===== src/rtl/phy_rst_seq.sv =====
// PHY reset sequencer: waits for both MMCM locks to be stable, pulses the PHY
// hardware reset, lets the PHY settle, then releases the RGMII datapath.
module phy_rst_seq #(
    parameter int LOCK_FILT_CYCLES = 1000,
    parameter int RST_HOLD_CYCLES  = 1000000,
    parameter int SETTLE_CYCLES    = 5000000
) (
    input  logic       clkIn,
    input  logic       rstIn,
    input  logic       mmcm0LockedIn,
    input  logic       mmcm1LockedIn,
    input  logic       intBIn,
    input  logic       restartIn,
    output logic       phyRstBOut,
    output logic       dpRstOut,
    output logic       readyOut,
    output logic [1:0] stateOut,
    output logic [7:0] lockLossCntOut,
    output logic       intPendOut
);

    localparam int MAX_AB     = (LOCK_FILT_CYCLES > RST_HOLD_CYCLES) ? LOCK_FILT_CYCLES : RST_HOLD_CYCLES;
    localparam int MAX_CYCLES = (MAX_AB > SETTLE_CYCLES) ? MAX_AB : SETTLE_CYCLES;
    localparam int CNT_W      = $clog2(MAX_CYCLES + 1);

    localparam logic [CNT_W-1:0] FILT_LD   = CNT_W'(LOCK_FILT_CYCLES);
    localparam logic [CNT_W-1:0] HOLD_LD   = CNT_W'(RST_HOLD_CYCLES);
    localparam logic [CNT_W-1:0] SETTLE_LD = CNT_W'(SETTLE_CYCLES);
    localparam logic [CNT_W-1:0] ONE       = CNT_W'(1);

    typedef enum logic [1:0] {
        WAIT_LOCK = 2'd0,
        PHY_RST   = 2'd1,
        SETTLE    = 2'd2,
        RUN       = 2'd3
    } state_t;

    // Bit order: {intB, mmcm1 lock, mmcm0 lock}
    logic [2:0] async_in;
    logic [2:0] sync_vec;

    assign async_in = {intBIn, mmcm1LockedIn, mmcm0LockedIn};

    genvar gi;
    generate
        for (gi = 0; gi < 3; gi++) begin : g_sync
            logic meta_reg;
            logic sync_reg;

            always_ff @(posedge clkIn or posedge rstIn) begin
                if (rstIn) begin
                    meta_reg <= 1'b0;
                    sync_reg <= 1'b0;
                end else begin
                    meta_reg <= async_in[gi];
                    sync_reg <= meta_reg;
                end
            end

            assign sync_vec[gi] = sync_reg;
        end
    endgenerate

    logic lock_ok;
    logic int_b_sync;

    assign lock_ok    = sync_vec[0] & sync_vec[1];
    assign int_b_sync = sync_vec[2];

    state_t           state_reg, state_next;
    logic [CNT_W-1:0] cnt_reg, cnt_next;
    logic [7:0]       loss_reg, loss_next;
    logic             phy_rst_b_reg, phy_rst_b_next;
    logic             dp_rst_reg, dp_rst_next;
    logic             ready_reg, ready_next;
    logic             int_pend_reg, int_pend_next;
    logic             cnt_done;

    assign cnt_done = (cnt_reg == ONE);

    always_ff @(posedge clkIn or posedge rstIn) begin
        if (rstIn) begin
            state_reg     <= WAIT_LOCK;
            cnt_reg       <= FILT_LD;
            loss_reg      <= 8'd0;
            phy_rst_b_reg <= 1'b0;
            dp_rst_reg    <= 1'b1;
            ready_reg     <= 1'b0;
            int_pend_reg  <= 1'b0;
        end else begin
            state_reg     <= state_next;
            cnt_reg       <= cnt_next;
            loss_reg      <= loss_next;
            phy_rst_b_reg <= phy_rst_b_next;
            dp_rst_reg    <= dp_rst_next;
            ready_reg     <= ready_next;
            int_pend_reg  <= int_pend_next;
        end
    end

    // Lock loss is checked first in every state so it always beats restart.
    always_comb begin
        state_next = state_reg;
        cnt_next   = cnt_reg;
        loss_next  = loss_reg;

        case (state_reg)
            WAIT_LOCK: begin
                if (!lock_ok) begin
                    cnt_next = FILT_LD;
                end else if (cnt_done) begin
                    state_next = PHY_RST;
                    cnt_next   = HOLD_LD;
                end else begin
                    cnt_next = cnt_reg - ONE;
                end
            end
            PHY_RST: begin
                if (!lock_ok) begin
                    state_next = WAIT_LOCK;
                    cnt_next   = FILT_LD;
                end else if (cnt_done) begin
                    state_next = SETTLE;
                    cnt_next   = SETTLE_LD;
                end else begin
                    cnt_next = cnt_reg - ONE;
                end
            end
            SETTLE: begin
                if (!lock_ok) begin
                    state_next = WAIT_LOCK;
                    cnt_next   = FILT_LD;
                end else if (restartIn) begin
                    state_next = PHY_RST;
                    cnt_next   = HOLD_LD;
                end else if (cnt_done) begin
                    state_next = RUN;
                    cnt_next   = FILT_LD;
                end else begin
                    cnt_next = cnt_reg - ONE;
                end
            end
            RUN: begin
                if (!lock_ok) begin
                    state_next = WAIT_LOCK;
                    cnt_next   = FILT_LD;
                    loss_next  = (loss_reg == 8'hFF) ? loss_reg : loss_reg + 8'd1;
                end else if (restartIn) begin
                    state_next = PHY_RST;
                    cnt_next   = HOLD_LD;
                end
            end
            default: begin
                state_next = WAIT_LOCK;
                cnt_next   = FILT_LD;
            end
        endcase
    end

    // Outputs decoded from next-state so they move together with stateOut.
    always_comb begin
        phy_rst_b_next = (state_next == SETTLE) || (state_next == RUN);
        dp_rst_next    = (state_next != RUN);
        ready_next     = (state_next == RUN);
        int_pend_next  = (state_next == RUN) && !int_b_sync;
    end

    assign phyRstBOut     = phy_rst_b_reg;
    assign dpRstOut       = dp_rst_reg;
    assign readyOut       = ready_reg;
    assign stateOut       = state_reg;
    assign lockLossCntOut = loss_reg;
    assign intPendOut     = int_pend_reg;

endmodule


===== config.mk =====
export PLATFORM = sky130hd
export DESIGN_NAME = phy_rst_seq
export DESIGN_NICKNAME = d
export VERILOG_FILES = /design/src/rtl/phy_rst_seq.sv
export SDC_FILE = /design/constraint.sdc
export NUM_CORES = 1
export LEC_CHECK = 0
export CORE_UTILIZATION = 45
export CTS_BUF_LIST = sky130_fd_sc_hd__clkbuf_16
export CTS_CLUSTER_DIAMETER = 30
export DETAILED_ROUTE_END_ITERATION = 10
export GPL_TIMING_DRIVEN = 1
export MAX_ROUTING_LAYER = met4
export PLACE_DENSITY = 0.63
export SYNTH_ARGS = -nofsm -noshare
export SYNTH_HDL_FRONTEND = slang
export SYNTH_SLANG_ARGS = --single-unit

===== constraint.sdc =====
create_clock -name clkIn -period 4.2 [get_ports clkIn]
set_clock_uncertainty 0.2 [all_clocks]
set_input_delay 0.84 -clock clkIn [delete_from_list [all_inputs] [get_ports clkIn]]
set_output_delay 0.84 -clock clkIn [all_outputs]
set_load 0.1 [all_outputs]

## Word-level counts from Yosys, hierarchy flattened

Index checks and enable logic that the tools add are counted.

| word-level totals | value |
|---|---|
| bits in registers | 43 |
| input bits | 6 |
| output and inout bits | 14 |
| word-level logic and storage cells | 52 |

| cells by class | value |
|---|---|
| $add $sub $neg | 2 |
| equality and inequality tests | 9 |
| multiplexer cells | 20 |
| bitwise gates (word level) | 3 |
| reduce and logical (&&, ||, !) cells | 5 |

Operator list:

| kind | count |
|---|---|
| $mux W23 | 9 |
| $pmux W23 S4 | 1 |
| $eq A23 B1 Y1 const B | 1 |
| $sub A23 B1 Y23 const B | 1 |
| $mux W2 | 9 |
| $add A8 B1 Y8 const B | 1 |
| $eq A2 B2 Y1 const B | 4 |
| $eq A8 B8 Y1 const B | 1 |
| $pmux W2 S4 | 1 |
| $ne A3 B3 Y1 const B | 1 |
| $reduce_and A3 Y1 | 1 |
| $eq A2 B1 Y1 const B | 1 |
| $logic_not A2 Y1 | 1 |
| $ne A2 B2 Y1 const B | 1 |
| $not A1 Y1 | 2 |
| $and A1 B1 Y1 | 1 |
| $logic_and A1 B1 Y1 | 1 |
| $logic_not A1 Y1 | 1 |
| $logic_or A1 B1 Y1 | 1 |

## Depth between registers and ports, before layout

| depth | value |
|---|---|
| word-level depth | 7 |
| depth in mapped cells | 8 |
| depth with buffers taken out | 7 |

## Worst setup path before layout

Ideal clock, no wire load.

| path | value |
|---|---|
| path type | register to register |
| start point | register state_reg[0], in the netlist stateOut[0] |
| end point | register loss_reg[3], in the netlist lockLossCntOut[3] |
| setup time | 0.159 ns |
| arrival | 2.183 ns |
| required time | 3.841 ns |
| slack | 1.658 ns |
| stages on the path, launching flop included | 6 |
| buffers on the path | 1 |
| period minus slack after synthesis | 2.542 ns |
| cells stage by stage | dfrtp_1 -> clkbuf_1 -> nand3_1 -> a31oi_1 -> nand4_1 -> xnor2_1 |

| on the way | value |
|---|---|
| cells in the longest elaborated chain, start to end | 2 |

Ends and longest elaborated chain:

| element | line | RTL |
|---|---|---|
| start: declaration | 70 | `state_t state_reg, state_next;` |
| start signal: assignment | 91 | `state_reg <= state_next;` |
| $eq A2 B2 Y1 | 107 | `case (state_reg)` |
| $reduce_and A3 Y1 (no source line) | -- |  |
| end signal: assignment | 93 | `loss_reg <= loss_next;` |
| end: declaration | 72 | `logic [7:0] loss_reg, loss_next;` |

No other way between the ends.
A chain may end at the register's enable or synchronous reset.

## Worst setup path in the final report

| path | value |
|---|---|
| start point | register state_reg[0], in the netlist stateOut[0] |
| end point | output stateOut[0] |

RTL lines:

| element | line | RTL |
|---|---|---|
| end: declaration | 17 | `output logic [1:0] stateOut,` |

No word-level cell between the ends.

==> impl_metrics.ini <==
[logic_synthesis]
synth_top_family_by_area = simple AND/OR/NAND/NOR gates
yosysTopAreaCell = dfrtp_1
synthTopCellsByArea = dfrtp_1, dfstp_2, xnor2_1
yosys_warnings = 0
syn-cell-area_mm2 = 0.00222
ys_async_sr_fraction_pct = 100
syn_area_per_cell_um2 = 10.0
seq_area_frac_synth_pct = 48.8
synth_nets = 231
synth-xor-area-share_pct = 7.88
yosysTopAreaCellShare_pct = 40.5
synth_fa_ha_area_share_pct = 1.69
ys_types = 50
yosys_register_bits = 43
synthMuxAreaShare_pct = 1.01
ys.flop_type = dfrtp_1
synthSimpleGateAreaFrac_pct = 24.9
syn-instance-count = 222
synth_edf_count = 0
synth-compound-area-share_pct = 13.5

[layout]
register_area_mm2 = 0.00108
largest_reg_flops = 23
layout_common_cells = dfrtp_1, nor2_1, clkdlybuf4s50_1
fin_nets = 252
final_common_cell = dfrtp_1
diodes = 0
syn_to_final_growth_pct = 18.3
nFillCells = 411
drive_gt1_share_pct = 11.5
final_util_pct = 55.7
multiInputGateArea_mm2 = 0.00109

[floorplanning]
core-area_mm2 = 0.00472
io_pins = 20
rows = 25
dieArea_mm2 = 0.00523
initial_core_util_pct = 47.1
die_w_um = 72.3
chipHeight_um = 72.3

[run]
cap_violations = 0

[clock_network]
hold_buffers = 0
cts.clk_slew.worst_paths_ps = 60
numCtsBuffers = 5
cts_sinks = 43
worstSkewPairLatency_ps = 290
cts_tree = yes
htreeDepth = 2
post_cts_resized = 0
post_cts_buffers = 0
root_buffer = clkbuf_16
clockBufferDepth = 2

[sta]
worst_pin_slew_ps = 978
rsz0062_at_grt = false
finalSetupViolations = 0
slew_violations = 0
fin_crit_sh_pct = 75.0
holdWs_ps = 150
timing.final.hold_violations = 0
fin_crit_ps = 3150
finalSetupTns_ps = 0
fmax_mhz = 318
relSlewSlack_pct = 34.6
worst_slack_ps = 1050

[power_and_ir_drop]
p_per_area_mw_per_mm2 = 322
p_leak_nw = 1.04
vdd_drop_max_uv = 173

[run_status]
status = finished clean

[worst_setup_path]
cp_slowest_stage_delay_ps = 1220
cp-end-kind = primary output
start_kind = flip-flop
cp_data_arrival_time_ps = 2110
path_cells = clkdlybuf4s50_1
critPathKind = reg -> out
worstPathRequired_ps = 3160
crit_buf_inv = 1
crit_slowest_cell = clkdlybuf4s50_1
worstPathMaxFanout = 15
critical_path.top_delay_family = buffers and inverters

[global_routing]
grt_pass1_wl_mm = 8.14
grt_start_max_net_pins = 27
antenna_found_initial = 0
track_usage_pct = 21.4
grt-ovfl-total = 0
grt_pass1_vias = 1567

[drt]
drt-pass1-iter-count = 4
drtAntennaViolNets = 0
drtIter0Drc = 123
num_vias = 1745
via_per_inst = 5.61
drc_errors = 0
drt-total-wl_mm = 4.88
routedWlPerCell_um = 15.7

[placed_design]
dpl.hpwl_mm = 3.35
post-place-ws_ps = 1360
gp_congestion = 0.873
port_buffers = 19

[min_path]
hp-class = reg -> reg
## cells in the mapped netlist (3+ instances only)
master	instances
a211oi_1	3
a21oi_1	7
a31oi_1	5
and2_1	4
and3_1	3
clkbuf_1	6
dfrtp_1	36
dfstp_2	7
ha_1	3
inv_1	6
nand2_1	11
nand2b_1	3
nand3_1	8
nand4_1	7
nor2_1	27
nor2b_1	3
nor3_1	10
nor4_1	6
o211ai_1	3
o21ai_0	6
o32a_1	3
or3_1	4
xnor2_1	14
xor2_1	6
## final cells by class
cell class                 instances  area share, %
clock buffer                       5           4.76
clock inverter                     3          0.761
inverter                           6          0.856
multi-input combinational        166           41.4
sequential                        43           41.2
tap                               67           3.19
timing repair buffer              21           7.80
## final timing paths
check | start | endpoint | slack, ps | cells past startpoint
setup / recovery | stateOut[0]$_DFF_PP0_ | stateOut[0] | 1050 | 1
hold / removal | g_sync[0].meta_reg$_DFF_PP0_ | g_sync[0].sync_reg$_DFF_PP0_ | 150 | 0
setup reg to reg | cnt_reg[18]$_DFFE_PP0P_ | cnt_reg[11]$_DFFE_PP0P_ | 1480 | 5
hold reg to reg | g_sync[0].meta_reg$_DFF_PP0_ | g_sync[0].sync_reg$_DFF_PP0_ | 150 | 0
max in group asynchronous | rstIn | cnt_reg[9]$_DFFE_PP1P_ | 2390 | 3
min in group asynchronous | rstIn | stateOut[0]$_DFF_PP0_ | 650 | 2
## power breakdown
part | switching (mW) | internal [mW] | total (mW)
Sequential | 0.00593 | 0.421 | 0.427
Clock | 0.162 | 0.219 | 0.381
Combinational | 0.0229 | 0.0147 | 0.0376
## layer usage
metal | vias up | share of wire (%) | GRT usage (%)
li1 | 856 | - | -
met1 | 837 | 49 | 31.4
met2 | 44 | 45 | 29.0
met3 | 8 | 4.6 | 3.75
met4 | 0 | 1.7 | 8.93
met5 | - | 0 | -
## logic make-up (layout without fill, tap and decap cells)
family	after synthesis	after routing
buffers and inverters	13	35
adders and majority gates	3	3
xor gates and xnor gates	20	20
AOI/OAI and AO/OA	41	41
DFF	43	43
and+or+nand+nor	100	100
muxes	2	2
## through the flow
step	area, µm²	cells	power [mW]
3_3_place_gp	2480	303	0.473
5_1_grt	2630	311	0.878
3_5_place_dp	2480	303	0.473
4_1_cts	2630	311	0.859
6_report	2630	311	0.846
2_1_floorplan	2220	222	0.459
(Power assumes the default switching activity.)
